File: config.mk
export PLATFORM = sky130hd
export DESIGN_NAME = serial_addsub_flat
export DESIGN_NICKNAME = d
export VERILOG_FILES = /design/src/rtl/serial_addsub_pkg.sv /design/src/rtl/serial_addsub_if.sv /design/src/rtl/serial_digit_adder.sv /design/src/rtl/serial_addsub.sv /design/src/flat_wrapper.sv
export SDC_FILE = /design/constraint.sdc
export NUM_CORES = 1
export LEC_CHECK = 0
export BUFFER_PORTS_ARGS = -buffer_cell sky130_fd_sc_hd__buf_2
export CAP_MARGIN = 20
export CORE_AREA = 2 2 75 77
export DETAILED_ROUTE_END_ITERATION = 8
export DIE_AREA = 0 0 77 79
export GPL_ROUTABILITY_DRIVEN = 0
export SETUP_SLACK_MARGIN = 0.4
export SYNTH_ARGS = -nofsm -noshare
export SYNTH_HDL_FRONTEND = slang
export SYNTH_SLANG_ARGS = --single-unit
export TNS_END_PERCENT = 50
File: constraint.sdc
create_clock -name clk -period 1.8 [get_ports clk]
set_input_delay 0.18 -clock clk [delete_from_list [all_inputs] [get_ports clk]]
set_output_delay 0.18 -clock clk [all_outputs]
set_load 0.05 [all_outputs]
File: src/rtl/serial_addsub_pkg.sv
// Shared types and helpers for the serial adder/subtractor.
package serial_addsub_pkg;

  typedef enum logic [1:0] {
    ST_IDLE,
    ST_RUN,
    ST_DONE
  } state_t;

  // Digit counter width; at least one bit even when a single digit is processed.
  function automatic int unsigned cnt_width(input int unsigned n);
    return (n > 1) ? $clog2(n) : 1;
  endfunction

endpackage

File: src/rtl/serial_addsub_if.sv
// Request/response bundle of the serial adder/subtractor.
interface serial_addsub_if #(
  parameter int unsigned WIDTH = 8
);
  logic             start;
  logic             mode;
  logic [WIDTH-1:0] I_A;
  logic [WIDTH-1:0] I_B;
  logic             busy;
  logic             done;
  logic [WIDTH-1:0] result;
  logic             carry_out;
  logic             overflow;

  modport master (
    output start, mode, I_A, I_B,
    input  busy, done, result, carry_out, overflow
  );

  modport slave (
    input  start, mode, I_A, I_B,
    output busy, done, result, carry_out, overflow
  );
endinterface

File: src/rtl/serial_digit_adder.sv
// Combinational DIGIT-bit adder with carry in/out.
module serial_digit_adder #(
  parameter int unsigned DIGIT = 1
) (
  input  logic [DIGIT-1:0] a,
  input  logic [DIGIT-1:0] b,
  input  logic             cin,
  output logic [DIGIT-1:0] sum,
  output logic             cout
);
  logic [DIGIT:0] full;

  always_comb begin
    full = {1'b0, a} + {1'b0, b} + {{DIGIT{1'b0}}, cin};
    sum  = full[DIGIT-1:0];
    cout = full[DIGIT];
  end
endmodule

File: src/rtl/serial_addsub.sv
// Multi-digit serial adder/subtractor: LSD first, DIGIT bits per clock,
// registered result with carry/overflow flags and a one-cycle done pulse.
module serial_addsub
  import serial_addsub_pkg::*;
#(
  parameter int unsigned WIDTH = 8,
  parameter int unsigned DIGIT = 1
) (
  input logic            clk,
  input logic            rst,
  serial_addsub_if.slave bus
);
  localparam int unsigned N  = WIDTH / DIGIT;
  localparam int unsigned CW = cnt_width(N);

  if (WIDTH % DIGIT != 0) begin : g_bad_digit
    $error("serial_addsub: WIDTH must be a multiple of DIGIT");
  end
  if (WIDTH < 2) begin : g_bad_width
    $error("serial_addsub: WIDTH must be at least 2");
  end

  state_t                 state;
  logic [WIDTH-1:0]       a_sr;
  logic [WIDTH-1:0]       b_sr;
  logic [WIDTH-1:0]       res_sr;
  logic                   carry;
  logic                   a_sign;
  logic                   b_sign;
  logic [CW-1:0]          cnt;
  logic                   busy_r;
  logic                   done_r;
  logic                   carry_out_r;
  logic                   overflow_r;
  logic [DIGIT-1:0]       sum;
  logic                   cout;
  logic [WIDTH+DIGIT-1:0] res_cat;
  logic [WIDTH-1:0]       res_next;
  logic                   last;

  serial_digit_adder #(.DIGIT(DIGIT)) u_digit (
    .a   (a_sr[DIGIT-1:0]),
    .b   (b_sr[DIGIT-1:0]),
    .cin (carry),
    .sum (sum),
    .cout(cout)
  );

  // Concatenate-then-slice keeps the MSB-end shift legal when DIGIT == WIDTH.
  always_comb begin
    res_cat  = {sum, res_sr};
    res_next = res_cat[WIDTH+DIGIT-1:DIGIT];
    last     = (cnt == CW'(N - 1));
  end

  always_ff @(posedge clk or posedge rst) begin
    if (rst) begin
      state       <= ST_IDLE;
      a_sr        <= '0;
      b_sr        <= '0;
      res_sr      <= '0;
      carry       <= 1'b0;
      a_sign      <= 1'b0;
      b_sign      <= 1'b0;
      cnt         <= '0;
      busy_r      <= 1'b0;
      done_r      <= 1'b0;
      carry_out_r <= 1'b0;
      overflow_r  <= 1'b0;
    end else begin
      done_r <= 1'b0;
      unique case (state)
        ST_IDLE, ST_DONE: begin
          if (bus.start) begin
            a_sr   <= bus.I_A;
            b_sr   <= bus.mode ? ~bus.I_B : bus.I_B;
            carry  <= bus.mode;
            cnt    <= '0;
            a_sign <= bus.I_A[WIDTH-1];
            b_sign <= bus.mode ? ~bus.I_B[WIDTH-1] : bus.I_B[WIDTH-1];
            busy_r <= 1'b1;
            state  <= ST_RUN;
          end else begin
            state <= ST_IDLE;
          end
        end
        ST_RUN: begin
          a_sr   <= a_sr >> DIGIT;
          b_sr   <= b_sr >> DIGIT;
          res_sr <= res_next;
          carry  <= cout;
          cnt    <= cnt + 1'b1;
          if (last) begin
            carry_out_r <= cout;
            overflow_r  <= (a_sign == b_sign) && (res_next[WIDTH-1] != a_sign);
            busy_r      <= 1'b0;
            done_r      <= 1'b1;
            state       <= ST_DONE;
          end
        end
        default: state <= ST_IDLE;
      endcase
    end
  end

  assign bus.busy      = busy_r;
  assign bus.done      = done_r;
  assign bus.result    = res_sr;
  assign bus.carry_out = carry_out_r;
  assign bus.overflow  = overflow_r;
endmodule

File: src/flat_wrapper.sv
// flat-port wrapper written by rule: the top's interface ports become plain ports
module serial_addsub_flat import serial_addsub_pkg::*;
#(
  parameter int unsigned WIDTH = 8,
  parameter int unsigned DIGIT = 1
)
  (clk, rst, bus_start, bus_mode, bus_I_A, bus_I_B, bus_busy, bus_done, bus_result, bus_carry_out, bus_overflow);
  serial_addsub_if #(.WIDTH(WIDTH)) bus_i ();
  input logic clk;
  input logic rst;
  input wire logic [$bits(bus_i.start)-1:0] bus_start;
  input wire logic [$bits(bus_i.mode)-1:0] bus_mode;
  input wire logic [$bits(bus_i.I_A)-1:0] bus_I_A;
  input wire logic [$bits(bus_i.I_B)-1:0] bus_I_B;
  output wire logic [$bits(bus_i.busy)-1:0] bus_busy;
  output wire logic [$bits(bus_i.done)-1:0] bus_done;
  output wire logic [$bits(bus_i.result)-1:0] bus_result;
  output wire logic [$bits(bus_i.carry_out)-1:0] bus_carry_out;
  output wire logic [$bits(bus_i.overflow)-1:0] bus_overflow;
  assign bus_i.start = bus_start;
  assign bus_i.mode = bus_mode;
  assign bus_i.I_A = bus_I_A;
  assign bus_i.I_B = bus_I_B;
  assign bus_busy = bus_i.busy;
  assign bus_done = bus_i.done;
  assign bus_result = bus_i.result;
  assign bus_carry_out = bus_i.carry_out;
  assign bus_overflow = bus_i.overflow;
  serial_addsub #(.WIDTH(WIDTH), .DIGIT(DIGIT)) u_core (.clk(clk), .rst(rst), .bus(bus_i));
endmodule
; Word-level counts from Yosys, hierarchy flattened
; Cells that the tools add are included.
[totals]
word_cells = 50
in_bits = 20
out_inout_bits = 12
ff_bits = 36
[classes]
n_reduce_logical = 8
n_addsub = 3
n_mux = 18
bitwise = 2
eq_ne = 7
[op_table]
columns = cell, n
row1 = $pmux 8 s2, 2
row2 = $mux 8, 3
row3 = $not 8->8, 1
row4 = $mux 1, 7
row5 = $pmux 3 s2, 1
row6 = $reduce_and 2->1, 3
row7 = $pmux 1 s2, 2
row8 = $pmux 2 s2, 1
row9 = $add 3x1->3 const B, 1
row10 = $eq 3x3->1 const B, 1
row11 = $mux 3, 1
row12 = $reduce_and 3->1, 1
row13 = $add 1x1->2, 1
row14 = $add 2x1->2, 1
row15 = $eq 2x1->1 const B, 1
row16 = $eq 2x2->1 const B, 1
row17 = $logic_not 2->1, 1
row18 = $mux 2, 1
row19 = $ne 2x1->1 const B, 1
row20 = $ne 2x2->1 const B, 1
row21 = $reduce_bool 2->1, 1
row22 = $reduce_or 2->1, 1
row23 = $eq 1x1->1, 1
row24 = $logic_and 1x1->1, 1
row25 = other kinds (2), 2

; Logic depth before layout (Yosys ltp)
[logic_depth]
ltp_word = 4
ltp_mapped = 5
mapped_depth_nobuf = 5

; By module
; Synthesis repeated with hierarchy kept, for this count alone.
[unflattened]
hier_cells = 120
area_unflattened_um2 = 1552.7
[by_module_without_submodules]
columns = module, area_each_um2, instances, seq_area_each_um2, cells_per_inst
row1 = serial_addsub, 1532.7, 1, 900.9, 119
row2 = serial_digit_adder, 20.0, 1, 0.0, 1

; Worst setup path after synthesis
; Ideal clock, no wire load.
[synth_timing]
path_kind = reg2reg
start = reg u_core.a_sr[0]
end = reg u_core.overflow_r (netlist: u_core.bus.overflow)
setup_slack_ns = 0.408
path_stages_with_launch = 5
arrival_time_ns = 1.269
path_buffers = 0
setup_ns = 0.123
required_ns = 1.677
period_less_slack_ns = 1.392
cell_sequence = dfrtp_1 -> fa_1 -> and3b_1 -> a21oi_1 -> a21oi_1
[synth_between]
elab_chain_len = 4
[synth_lines]
columns = element, line
row1 = "start, declared", serial_addsub.sv:24  ; logic [WIDTH-1:0] a_sr;
row2 = "start signal, assigned", serial_addsub.sv:75  ; a_sr <= bus.I_A;
row3 = "start signal, assigned", serial_addsub.sv:88  ; a_sr <= a_sr >> DIGIT;
row4 = $add 1x1->2, serial_digit_adder.sv:14  ; full = {1'b0, a} + {1'b0, b} + {{DIGIT{1'b0}}, cin};
row5 = $add 2x1->2, serial_digit_adder.sv:14
row6 = net u_core.sum, serial_addsub.sv:35  ; logic [DIGIT-1:0] sum;
row7 = $ne 1x1->1, serial_addsub.sv:95  ; overflow_r <= (a_sign == b_sign) && (res_next[WIDTH-1] != a_sign);
row8 = $logic_and 1x1->1, serial_addsub.sv:95
row9 = "end signal, assigned", serial_addsub.sv:95
row10 = "end, declared", serial_addsub.sv:34  ; logic overflow_r;
; The timed path passes the listed nets, and every way through them passes these cells.
; A chain may end at the register's enable or synchronous reset.

; Final worst setup path
; Same ends and word-level chain as after synthesis.

==> results.py <==
metrics = {
    "status": {
        "outcome": "finished with violations",
        "violations": "negative hold slack",
    },
    "final_layout": {
        "fillers": 556,
        "multi_input_area_um2": 599,
        "final_area_um2": 1930,
        "antenna_cells": 0,
        "regArea_um2": 901,
        "final_cells": 232,
        "drive_above_1_share_pct": 38.1,
        "syn2layout_area_growth_pct": 23.9,
        "nets": 183,
    },
    "critical_path": {
        "critPathLaunchType": "flip-flop",
        "end_kind": "flip-flop",
        "crit_required_ns": 1.96,
        "cp_max_fo": 2,
        "r2r.worst_path.cells": 4,
        "cp.arrival_ns": 1.61,
        "critPathKind": "reg2reg",
    },
    "placement": {
        "portBuffers": 31,
        "placed_cell_area_um2": 1800,
        "dp_slack_ns": 0.311,
        "dp.cells": 220,
        "hpwl_um": 1990,
    },
    "grt": {
        "first_global_vias": 1038,
        "grt_pass1_wl_um": 4850,
        "track_usage_pct": 10.4,
        "overflow": 0,
        "grt_antenna_before_repair": 0,
        "grt_max_degree": 37,
    },
    "die": {
        "core_area_um2": 5340,
        "boundaryPins": 32,
        "die_h_um": 79,
        "num_rows": 27,
        "die_w_um": 77,
        "die-area_um2": 6080,
        "initial_core_util_pct": 29.1,
    },
    "cts": {
        "cts_hold_buf": 0,
        "tritoncts": "built",
        "insertion_delay_ns": 0.28,
        "clkTransAtPathRegs_ns": 0.07,
        "cts_buffers": 5,
        "cts_buffer_depth": 2,
        "cts_sinks": 36,
        "clock-root-buffer": "clkbuf_8",
        "htreeDepth": 2,
    },
    "route": {
        "wl_um": 2860,
        "drc_errors": 0,
        "avgViaCountPerCell": 4.50,
        "drt_iter0_drc": 34,
        "wl_per_cell_um": 12.3,
        "ant_nets": 0,
        "dr.pass1.iters": 4,
        "vias": 1045,
    },
    "sta": {
        "maxSlewHeadroom_pct": 69.7,
        "min_period_ns": 1.45,
        "drv_slew": 0,
        "clock_skew_ns": 0.00587,
        "setup_violations": 0,
        "rsz0062_at_grt": "yes",
        "whs_ns": -0.00668,
        "worst_slew_pin_slew_ns": 0.454,
        "setup_ws_ns": 0.355,
        "min_period_over_period_pct": 80.3,
        "hold_violations": 29,
        "fin_tns_setup_ns": 0,
        "fmaxAchievable_mhz": 692,
    },
    "yosys": {
        "syn_avg_cell_area_um2": 12.9,
        "ys_ff_latch": 36,
        "synth_seq_area_share_pct": 58.0,
        "synthesis.nets": 143,
        "yosysUniqueCellTypes": 23,
        "netlist_area_um2": 1550,
        "synth_cells": 120,
        "synth-warning-count": 0,
    },
    "flow_run": {
        "drv_cap": 0,
    },
    "power": {
        "ir_drop_v": 0.00103,
        "leakage_nw": 0.975,
        "power.density_nw_per_um2": 2010,
    },
    "min_path": {
        "worst_hold_path_type": "in2async",
    },
}
## cells by family after synthesis
| family | after synthesis | synth area share (%) |
|---|---|---|
| compound gates | 33 | 17.2 |
| simple gates | 18 | 5.80 |
| buf+inv | 12 | 4.35 |
| fa+ha+maj | 3 | 2.90 |
| flops | 36 | 58.0 |
| mux | 10 | 7.25 |
| xor+xnor | 8 | 4.51 |
## worst paths after layout
kind / startpoint / to / slack, ns
hold / removal: rst / u_core.b_sr[5]$_DFFE_PP0P_ / -0.007
max in group asynchronous: rst / u_core.a_sr[5]$_DFFE_PP0P_ / 1.49
setup / recovery: u_core.a_sr[0]$_DFFE_PP0P_ / u_core.bus.overflow$_DFFE_PP0P_ / 0.35
hold reg to reg: u_core.a_sr[1]$_DFFE_PP0P_ / u_core.a_sr[1]$_DFFE_PP0P_ / 0.48
min in group clk: bus_I_A[7] / u_core.a_sign$_DFFE_PP0P_ / 0.11
setup reg to reg: u_core.a_sr[0]$_DFFE_PP0P_ / u_core.bus.overflow$_DFFE_PP0P_ / 0.35
## flip-flops by register name, summed over array words and instances (netlist names)
register              flops
u_core.bus.overflow       1
u_core.bus.busy           1
u_core.b_sr               8
u_core.a_sr               8
u_core.carry              1
u_core.a_sign             1
u_core.cnt                3
u_core.state              2
u_core.b_sign             1
u_core.bus.result         8
u_core.bus.done           1
u_core.bus.carry_out      1
## routing by layer
layer  share of wire [%]  vias up  global-route usage [%]
li1                    -      505                       -
met1                  48      512                    12.8
met2                  46       22                    17.0
met3                 4.3        6                    3.41
met4                 1.8        0                    4.29
met5                   0        -                       0
## repair_timing
item / 4_1_cts / 5_1_grt
buffers inserted: 1 / 4
setup endpoints to repair: 1 / 10
gates resized for setup: 1 / 3
pin swaps: 2 / 2
## critical path, stage by stage, from the launching register on
cell and delay (ns):
dfrtp_1 0.40, fa_1 0.56, and3b_1 0.19, a21oi_2 0.12, a21oi_2 0.06
## synthesized netlist by cell type, drive strengths merged
master   instances  share of area (%)
nor2b            2                1.3
o2bb2ai          1               0.56
mux2            10                7.2
fa               1                1.3
and3b            1               0.56
nor2             9                2.2
ha               2                1.6
nand2            5                1.4
o21ai            2               0.64
a22o            11                6.2
buf              8                3.4
xnor2            8                4.5
a221o            7                4.5
a21o             9                4.3
a21oi            3               0.97
inv              4               0.97
nand2b           1               0.40
dfrtp           36                 58
## layout make-up
| type | count | area share (%) |
|---|---|---|
| flip-flops and latches | 36 | 46.8 |
| multi-input cells | 72 | 31.1 |
| repair buffers | 41 | 12.6 |
| well taps | 72 | 4.68 |
| clock buffers | 6 | 3.77 |
| inverters | 4 | 0.780 |
| clock inverters | 1 | 0.260 |
## stage by stage
| step | total power [W] | utilization [%] |
|---|---|---|
| 3_5_place_dp | 0.00322 | 33.7 |
| 4_1_cts | 0.00381 | 35.3 |
| 2_1_floorplan | 0.00281 | - |
| 6_report | 0.00387 | 36.1 |
| 5_1_grt | 0.00416 | 36.1 |
| 3_3_place_gp | 0.00319 | 33.7 |
## power breakdown
part	switching (W)	internal (W)
sequential	0.000226	0.00119
clock	0.000264	0.000263
combinational	0.00104	0.000880
## cell usage in the layout (no fill, tap or decap), types with 2 or more instances in the layout
cell      Yosys  final
mux2_2        9      8
a21oi_2       0      2
buf_2         6     31
clkbuf_8      0      5
nor2_1        9      9
nand2_1       4      4
a22o_1       11     11
buf_4         0      9
inv_1         4      4
xnor2_1       8      8
a21o_1        9      9
dfrtp_1      36     36
a221o_1       7      7
Power figures use the tool's default switching activity.
